==> src/rtl/bf_result_streamer.sv <==
// bf_result_streamer
//   Drains the bellmanford Output Memory onto a valid/ready result stream once
//   the core reports completion, or emits a single negative-cycle marker beat
//   when the core reports a negative cycle.
//
// Ports
//   clock     : system clock, rising edge
//   reset     : asynchronous, active-high reset
//   Finish    : core completion level (rising edge starts a drain)
//   NegCycle  : core negative-cycle level (rising edge emits marker beat)
//   OMAR      : OutputMemory read address (registered)
//   OMDR      : OutputMemory read data, combinational from OMAR
//   out_valid : beat valid
//   out_ready : sink accepts beat
//   out_data  : distance value
//   out_index : vertex index of the beat
//   out_inf   : out_data equals INF_VAL (only while out_valid)
//   out_last  : final beat of the transfer
//   out_neg   : beat is the negative-cycle marker
//   busy      : transfer in progress (LOAD, STREAM, NEGB)
//   done      : transfer complete, sticky until reset
//   dbg_state : current FSM state, for observation only
//
// Handshake: a beat transfers on a rising clock edge where out_valid and
// out_ready are both 1. Once out_valid is raised, out_data/out_index/out_last/
// out_neg stay stable until that transfer, except that a negative-cycle abort
// withdraws an in-flight distance beat. out_ready is ignored while out_valid=0.

module bf_result_streamer #(
  parameter int                 ADDR_W  = 13,
  parameter int                 DATA_W  = 16,
  parameter int                 DEPTH   = 8192,
  parameter logic [DATA_W-1:0]  INF_VAL = {DATA_W{1'b1}}
) (
  input  logic              clock,
  input  logic              reset,
  input  logic              Finish,
  input  logic              NegCycle,
  output logic [ADDR_W-1:0] OMAR,
  input  logic [DATA_W-1:0] OMDR,
  output logic              out_valid,
  input  logic              out_ready,
  output logic [DATA_W-1:0] out_data,
  output logic [ADDR_W-1:0] out_index,
  output logic              out_inf,
  output logic              out_last,
  output logic              out_neg,
  output logic              busy,
  output logic              done,
  output logic [2:0]        dbg_state
);

  localparam logic [ADDR_W-1:0] LAST_ADDR = ADDR_W'(DEPTH - 1);

  typedef enum logic [2:0] {
    S_IDLE   = 3'd0,
    S_LOAD   = 3'd1,
    S_STREAM = 3'd2,
    S_NEGB   = 3'd3,
    S_DONE   = 3'd4
  } state_t;

  state_t              r_state;
  state_t              w_state_nxt;

  logic                r_finish_q;
  logic                r_neg_q;
  logic                r_armed;
  logic [ADDR_W-1:0]   r_omar;
  logic [DATA_W-1:0]   r_data;
  logic [ADDR_W-1:0]   r_index;
  logic                r_last;
  logic                r_valid;
  logic                r_done;

  logic                w_start;
  logic                w_abort;
  logic                w_valid;
  logic                w_hs;
  logic                w_load;
  logic                w_omar_max;
  logic                w_in_flight;

  // finish_q/neg_q are cleared by reset, so a level that is already high when
  // reset releases would look like an edge on the first cycle. r_armed masks
  // that first cycle so only a genuine rising edge starts a transfer.
  assign w_start     = Finish   & ~r_finish_q & r_armed;
  assign w_abort     = NegCycle & ~r_neg_q    & r_armed;

  assign w_valid     = (r_state == S_NEGB) | r_valid;
  assign w_hs        = w_valid & out_ready;
  assign w_omar_max  = (r_omar == LAST_ADDR);
  assign w_in_flight = (r_state == S_LOAD) | (r_state == S_STREAM);

  // Capture a new beat from the memory read port: the single LOAD cycle, or a
  // STREAM handshake that is not the final beat (back-to-back throughput).
  assign w_load = ~w_abort &
                  ((r_state == S_LOAD) |
                   ((r_state == S_STREAM) & w_hs & ~r_last));

  always_ff @(posedge clock or posedge reset) begin
    if (reset) begin
      r_state <= S_IDLE;
    end else begin
      r_state <= w_state_nxt;
    end
  end

  always_comb begin
    w_state_nxt = r_state;
    case (r_state)
      S_IDLE: begin
        if (w_abort)      w_state_nxt = S_NEGB;
        else if (w_start) w_state_nxt = S_LOAD;
      end
      S_LOAD: begin
        if (w_abort) w_state_nxt = S_NEGB;
        else         w_state_nxt = S_STREAM;
      end
      S_STREAM: begin
        if (w_abort)              w_state_nxt = S_NEGB;
        else if (w_hs && r_last)  w_state_nxt = S_DONE;
      end
      S_NEGB: begin
        if (w_hs) w_state_nxt = S_DONE;
      end
      S_DONE:  w_state_nxt = S_DONE;
      default: w_state_nxt = S_IDLE;
    endcase
  end

  always_ff @(posedge clock or posedge reset) begin
    if (reset) begin
      r_finish_q <= 1'b0;
      r_neg_q    <= 1'b0;
      r_armed    <= 1'b0;
      r_omar     <= '0;
      r_data     <= '0;
      r_index    <= '0;
      r_last     <= 1'b0;
      r_valid    <= 1'b0;
      r_done     <= 1'b0;
    end else begin
      r_finish_q <= Finish;
      r_neg_q    <= NegCycle;
      r_armed    <= 1'b1;

      if ((r_state == S_IDLE) && !w_abort && w_start) begin
        r_omar <= '0;
      end

      if (w_load) begin
        r_data  <= OMDR;
        r_index <= r_omar;
        r_last  <= w_omar_max;
        r_valid <= 1'b1;
        // Saturate at the last address: the final beat never wraps to 0.
        if (!w_omar_max) begin
          r_omar <= r_omar + ADDR_W'(1);
        end
      end

      if ((r_state == S_STREAM) && !w_abort && w_hs && r_last) begin
        r_valid <= 1'b0;
        r_done  <= 1'b1;
      end

      // Abort withdraws whatever distance beat is pending; NEGB drives the
      // marker beat from the output mux instead of the beat registers.
      if (w_in_flight && w_abort) begin
        r_valid <= 1'b0;
      end

      if ((r_state == S_NEGB) && w_hs) begin
        r_done <= 1'b1;
      end
    end
  end

  assign OMAR      = r_omar;
  assign out_valid = w_valid;
  assign out_neg   = (r_state == S_NEGB);
  assign out_data  = (r_state == S_NEGB) ? INF_VAL : r_data;
  assign out_index = (r_state == S_NEGB) ? '0 : r_index;
  assign out_last  = (r_state == S_NEGB) ? 1'b1 : r_last;
  assign out_inf   = w_valid & (out_data == INF_VAL);
  assign busy      = w_in_flight | (r_state == S_NEGB);
  assign done      = r_done;
  assign dbg_state = r_state;

endmodule

==> config.mk <==
export PLATFORM = sky130hd
export DESIGN_NAME = bf_result_streamer
export DESIGN_NICKNAME = d
export VERILOG_FILES = /design/src/rtl/bf_result_streamer.sv
export SDC_FILE = /design/constraint.sdc
export NUM_CORES = 1
export LEC_CHECK = 0
export BUFFER_PORTS_ARGS = -buffer_cell sky130_fd_sc_hd__clkbuf_2
export CAP_MARGIN = 0
export CORE_ASPECT_RATIO = 0.6
export CORE_MARGIN = 10
export CORE_UTILIZATION = 56
export DETAILED_ROUTE_END_ITERATION = 7
export HOLD_SLACK_MARGIN = 0.03
export PLACE_DENSITY = 0.83
export SETUP_SLACK_MARGIN = 0.05
export SYNTH_ARGS = -nofsm -noshare
export SYNTH_HDL_FRONTEND = slang
export SYNTH_SLANG_ARGS = --single-unit
==> constraint.sdc <==
create_clock -name clock -period 4.6 [get_ports clock]
set_clock_uncertainty 0.2 [all_clocks]
set_input_delay 0.46 -clock clock [delete_from_list [all_inputs] [get_ports clock]]
set_output_delay 0.46 -clock clock [all_outputs]
set_load 0.02 [all_outputs]
; Yosys cells after proc, flatten, opt, wreduce, memory -nomap -nowiden
; Cells that the tools add are included.
[totals]
ff_bits = 51
inputBits = 21
output_inout_bits = 51
wordCells = 68
[classes]
muxes = 18
eq_ne = 9
n_addsub = 1
reduce_logical = 13
bitwise_logic = 17
[ops]
columns = cell, n
row1 = 13-bit two-way mux, 4
row2 = 16-bit == test (second input constant), 1
row3 = 16-bit two-way mux, 1
row4 = 3-bit two-way mux, 5
row5 = 3-bit one-hot mux with 5 select lines, 1
row6 = 13-bit by 1-bit adder with 13-bit output (second input constant), 1
row7 = 13-bit == test (second input constant), 1
row8 = 1-bit AND, 9
row9 = 1-bit logical AND, 8
row10 = 1-bit two-way mux, 7
row11 = 3-bit by 2-bit == test with 1-bit output (second input constant), 2
row12 = 1-bit NOT, 4
row13 = 1-bit OR, 4
row14 = 3-bit by 1-bit == test with 1-bit output (second input constant), 1
row15 = 3-bit == test (second input constant), 1
row16 = 3-bit zero test, 1
row17 = 3-bit by 2-bit inequality test with 1-bit output (second input constant), 1
row18 = 3-bit inequality test (second input constant), 1
row19 = 3-bit AND reduction, 1
row20 = 3-bit nonzero test, 1
row21 = 2-bit by 1-bit inequality test with 1-bit output (second input constant), 1
row22 = 2-bit nonzero test, 1
row23 = 1-bit zero test, 1

; Depth between registers and ports, before layout
[depth]
depth_word = 10
depth_mapped = 8
ltp_nobuf = 6

; Worst setup path before layout
; No wires, ideal clock.
[synth_timing]
kind = register to output
start = register r_state[0], in the netlist dbg_state[0]
end = output port out_index[0]
t_required_ns = 3.940
t_arrival_ns = 1.521
path_buffers = 2
stages_incl_launch_ff = 6
slack_ns = 2.419
path_cell_list = dfrtp_1 > clkbuf_1 > nand2_1 > or2_0 > clkbuf_1 > and2_1
[synth_between]
elab_chain_cells = 2
[synth_lines]
columns = item, line
row1 = "start, declared", 63  ; state_t r_state;
row2 = "start signal, assigned", 105  ; r_state <= w_state_nxt;
row3 = 3-bit by 2-bit == test with 1-bit output, 184  ; assign out_index = (r_state == S_NEGB) ? '0 : r_index;
row4 = 13-bit two-way mux, 184
row5 = "end, declared", 44  ; output logic [ADDR_W-1:0] out_index,
; No other way between the ends.

; Worst setup path after layout
[layout_timing]
start = register r_state[1], in the netlist dbg_state[1]
end = output port out_inf
[layout_between]
elab_chain_cells = 4
word_cells_on_any_way = 5
cone_classes = 2 x eq/ne / 1 x mux / 2 x bitwise
[layout_lines]
columns = item, line
row1 = 3-bit by 2-bit == test with 1-bit output (*), "90, 183"
row2 = 16-bit two-way mux, 183  ; assign out_data = (r_state == S_NEGB) ? INF_VAL : r_data;
row3 = 16-bit == test, 186  ; assign out_inf = w_valid & (out_data == INF_VAL);
row4 = 1-bit AND (*), 186
row5 = "end, declared", 45  ; output logic out_inf,
; Every way passes the cells marked *; elsewhere a longest branch is shown, timed or not.

==> qor.csv <==
metric;value;unit
RSZ-0062 raised after global routing;no;
Reg power frac;52.5;%
GRT Residual Overflow;0;
CP cell instances;nand2_1, or2_1, inv_1, a41o_1, clkbuf_2;
Post-synth ARST share;100;%
final hold violations;0;
Leakage;1.59;nW
DRC;0;
H-tree levels;2;
vias per cell;5.52;
Rows;18;
reg2reg start;dbg_state[0]$_DFFE_PP0P_;
sequential-to-total area share from yosys stat;50.4;%
Ant. Diodes;0;
class of the worst hold path;input port to register;
gr usage total;17.0;%
die area;0.00769;sq mm
Ports;72;
Synth area leader;dfrtp_1;
Crit path arrival time;2.41;ns
Buffers & Inverters on Critical Path;2;
Post-Syn Area per Cell;9.62;sq um
port bufs;71;
Root Buffer;clkbuf_8;
Worst Tran Pin Value;1.13;ns
yosys warns;0;
most numerous cell in the Yosys netlist;nand2_1;
startpoint types;register;
Slew Viols, Final;0;
CTS clk-pin slew, worst paths;0.09;ns
switching share of total power;21.6;%
highest cell delay on the worst timing path;0.81;ns
CP max FO;33;
postcts setup bufs;0;
worst reg2reg setup slack;1.86;ns
worst-skew pair later-pin latency;0.31;ns
hold_ws;0.0690;ns
first-pass GRT wire length;10.7;mm
top post-synthesis cells by area;dfrtp_1 50%, nand2_1 7.7%, mux2_2 7.1%, nand2b_1 5.4%, nand3_1 4.0%;
final setup violating endpoints;0;
Die Width;107;um
Synth top area share;50.4;%
largest net degree at the start of global routing;52;
clock buffer depth;2;
CTS tree;built;
cell internal pwr;0.692;mW
share of layout cells above drive strength 1;30.5;%
antenna violations before repair;0;
R2R Path End;r_index[0]$_DFFE_PP0N_;
Area growth, synth to finish;19.6;%
fin crit share;66.8;%
iteration count of the initial detailed-routing pass;4;
die height;72.1;um
worst setup path class;register to output port;
Post-synth EDFFs;0;
Final ANT Viol Nets;0;
Mapped Cells;263;
Main synth FF type;dfrtp_1;
1st-iter DRT viols;140;
Non-Filler Instances;388;
minimum clock period;3.07;ns
maximum clock rate;325;MHz
Starting Density;59.8;%
via count;2141;
post-synthesis instance area;0.00253;sq mm
Worst Hold Depth;1;
Multi-input gate area;0.00117;sq mm
Hold Path End;r_neg_q$_DFF_PP0_;
post-synthesis cell type count;41;
cells on worst reg2reg path;4;
top cells by count, synth;52 x nand2_1, 51 x dfrtp_1, 22 x nand2b_1, 20 x nand3_1, 16 x mux2_2;
min-delay src;NegCycle;
Peak supply drop;238;uV
family with the most delay on the worst path;simple AND/OR/NAND/NOR gates;
Clock power frac;41.9;%
CP endpoint kind;output port;
syn nets;285;
number of global-route vias before repair;2115;
DP Cell Count;380;
overall power;0.882;mW
Routed WL;6.41;mm
DP Wirelength;4.58;mm
CTS Sinks;51;
worst rel slew slack;24.7;%
Slowest-stage cell, CP;or2_1;
status;complete, no violations;
CTS resizes;0;
total negative slack;0;ns
P per Cell Area;291;mW/mm^2
Logic pwr share;5.6;%
global placement routability congestion;0.823;
CP required;3.94;ns
CTS Hold Bufs;0;
Core ar.;0.00423;sq mm
Yosys reg bits;51;
Psw;0.190;mW
fin nets;349;
DR WL/cell;16.5;um
max_cap viols;0;
fillers;353;
final core utilization;71.5;%
cts bufs inserted;5;
Seq. cell area;0.00128;sq mm
[flip-flops by register name (all words and copies together), names as in the netlist]
register / cells
r_finish_q: 1
dbg_state: 3
r_valid: 1
r_armed: 1
r_neg_q: 1
done: 1
r_data: 16
OMAR: 13
r_last: 1
r_index: 13
[worst register-to-register path, stage by stage (launching register included)]
cell and delay [ns]:
dfrtp_1 0.51, nand2b_1 0.23, o31ai_2 0.32, and2_1 0.94, mux2_2 0.43
[cells in the final DEF (no fill, tap or decap), types with 2 or more instances in the layout]
cell       synthesis  final
a21boi_0           2      2
a21oi_1            4      4
nand2_1           52     52
dfrtp_1           51     51
and3_1             8      8
clkbuf_8           0      5
or3_1              4      4
nor3_1             7      7
bufinv_16          0      2
nand4_1            3      3
nand2b_1          22     22
nor2_1             9      9
inv_1              4      3
a211o_1            4      4
and2_1            15     15
nor3b_1            3      3
mux2_2            16     16
o21ai_0            4      4
and4_1             2      2
clkbuf_2           0     71
nand3_1           20     20
[worst max path at each step]
stage | from | endpoint | cells after the start
floorplan | dbg_state[0]$_DFFE_PP0P_ | out_index[0] | 5
global placement | out_ready | r_index[0]$_DFFE_PP0N_ | 5
detailed placement | dbg_state[0]$_DFFE_PP0P_ | r_index[4]$_DFFE_PP0N_ | 4
CTS | dbg_state[1]$_DFFE_PP0P_ | out_inf | 5
global route | dbg_state[0]$_DFFE_PP0P_ | out_inf | 5
finish | dbg_state[1]$_DFFE_PP0P_ | out_inf | 5
[routing by layer]
metal | track usage [%] | wire length [um] | vias up
met4 | 3.59 | 39 | 0
met1 | 22.3 | 2970 | 1033
met5 | 0 | 0 | -
met2 | 25.7 | 2890 | 73
li1 | - | - | 1031
met3 | 6.88 | 515 | 4
[through the flow]
step                      cell area (sq um)  setup WS (ns)
after floorplan                        2530           2.42
after global placement                 2890           1.97
after detailed placement               2890           1.88
after CTS                              3030           1.55
after global routing                   3030           1.26
final                                  3030           1.53
[cell families after synthesis]
group	synth area share, %
DFF	50.4
muxes	7.12
adders and majority gates	0.494
other	0.148
buffers and inverters	3.41
xor gates and xnor gates	0.346
and+or+nand+nor	30.4
AOI/OAI and AO/OA	7.62
[power groups by stage]
| stage | Combinational, mW | Clock, mW | Sequential [mW] |
|---|---|---|---|
| floorplan | 0.0295 | 0 | 0.469 |
| global placement | 0.0498 | 0 | 0.471 |
| detailed placement | 0.0507 | 0 | 0.471 |
| CTS | 0.0508 | 0.372 | 0.462 |
| global route | 0.0561 | 0.393 | 0.464 |
| finish | 0.0496 | 0.370 | 0.463 |
[area by class of cell]
class	instances	share of cell area [%]
clock inverters	3	2.23
clock buffers	5	2.27
well taps	60	2.48
inverters	4	0.496
multi-input cells	194	38.6
flip-flops and latches	51	42.2
repair buffers	71	11.7
(Power assumes the default switching activity.)
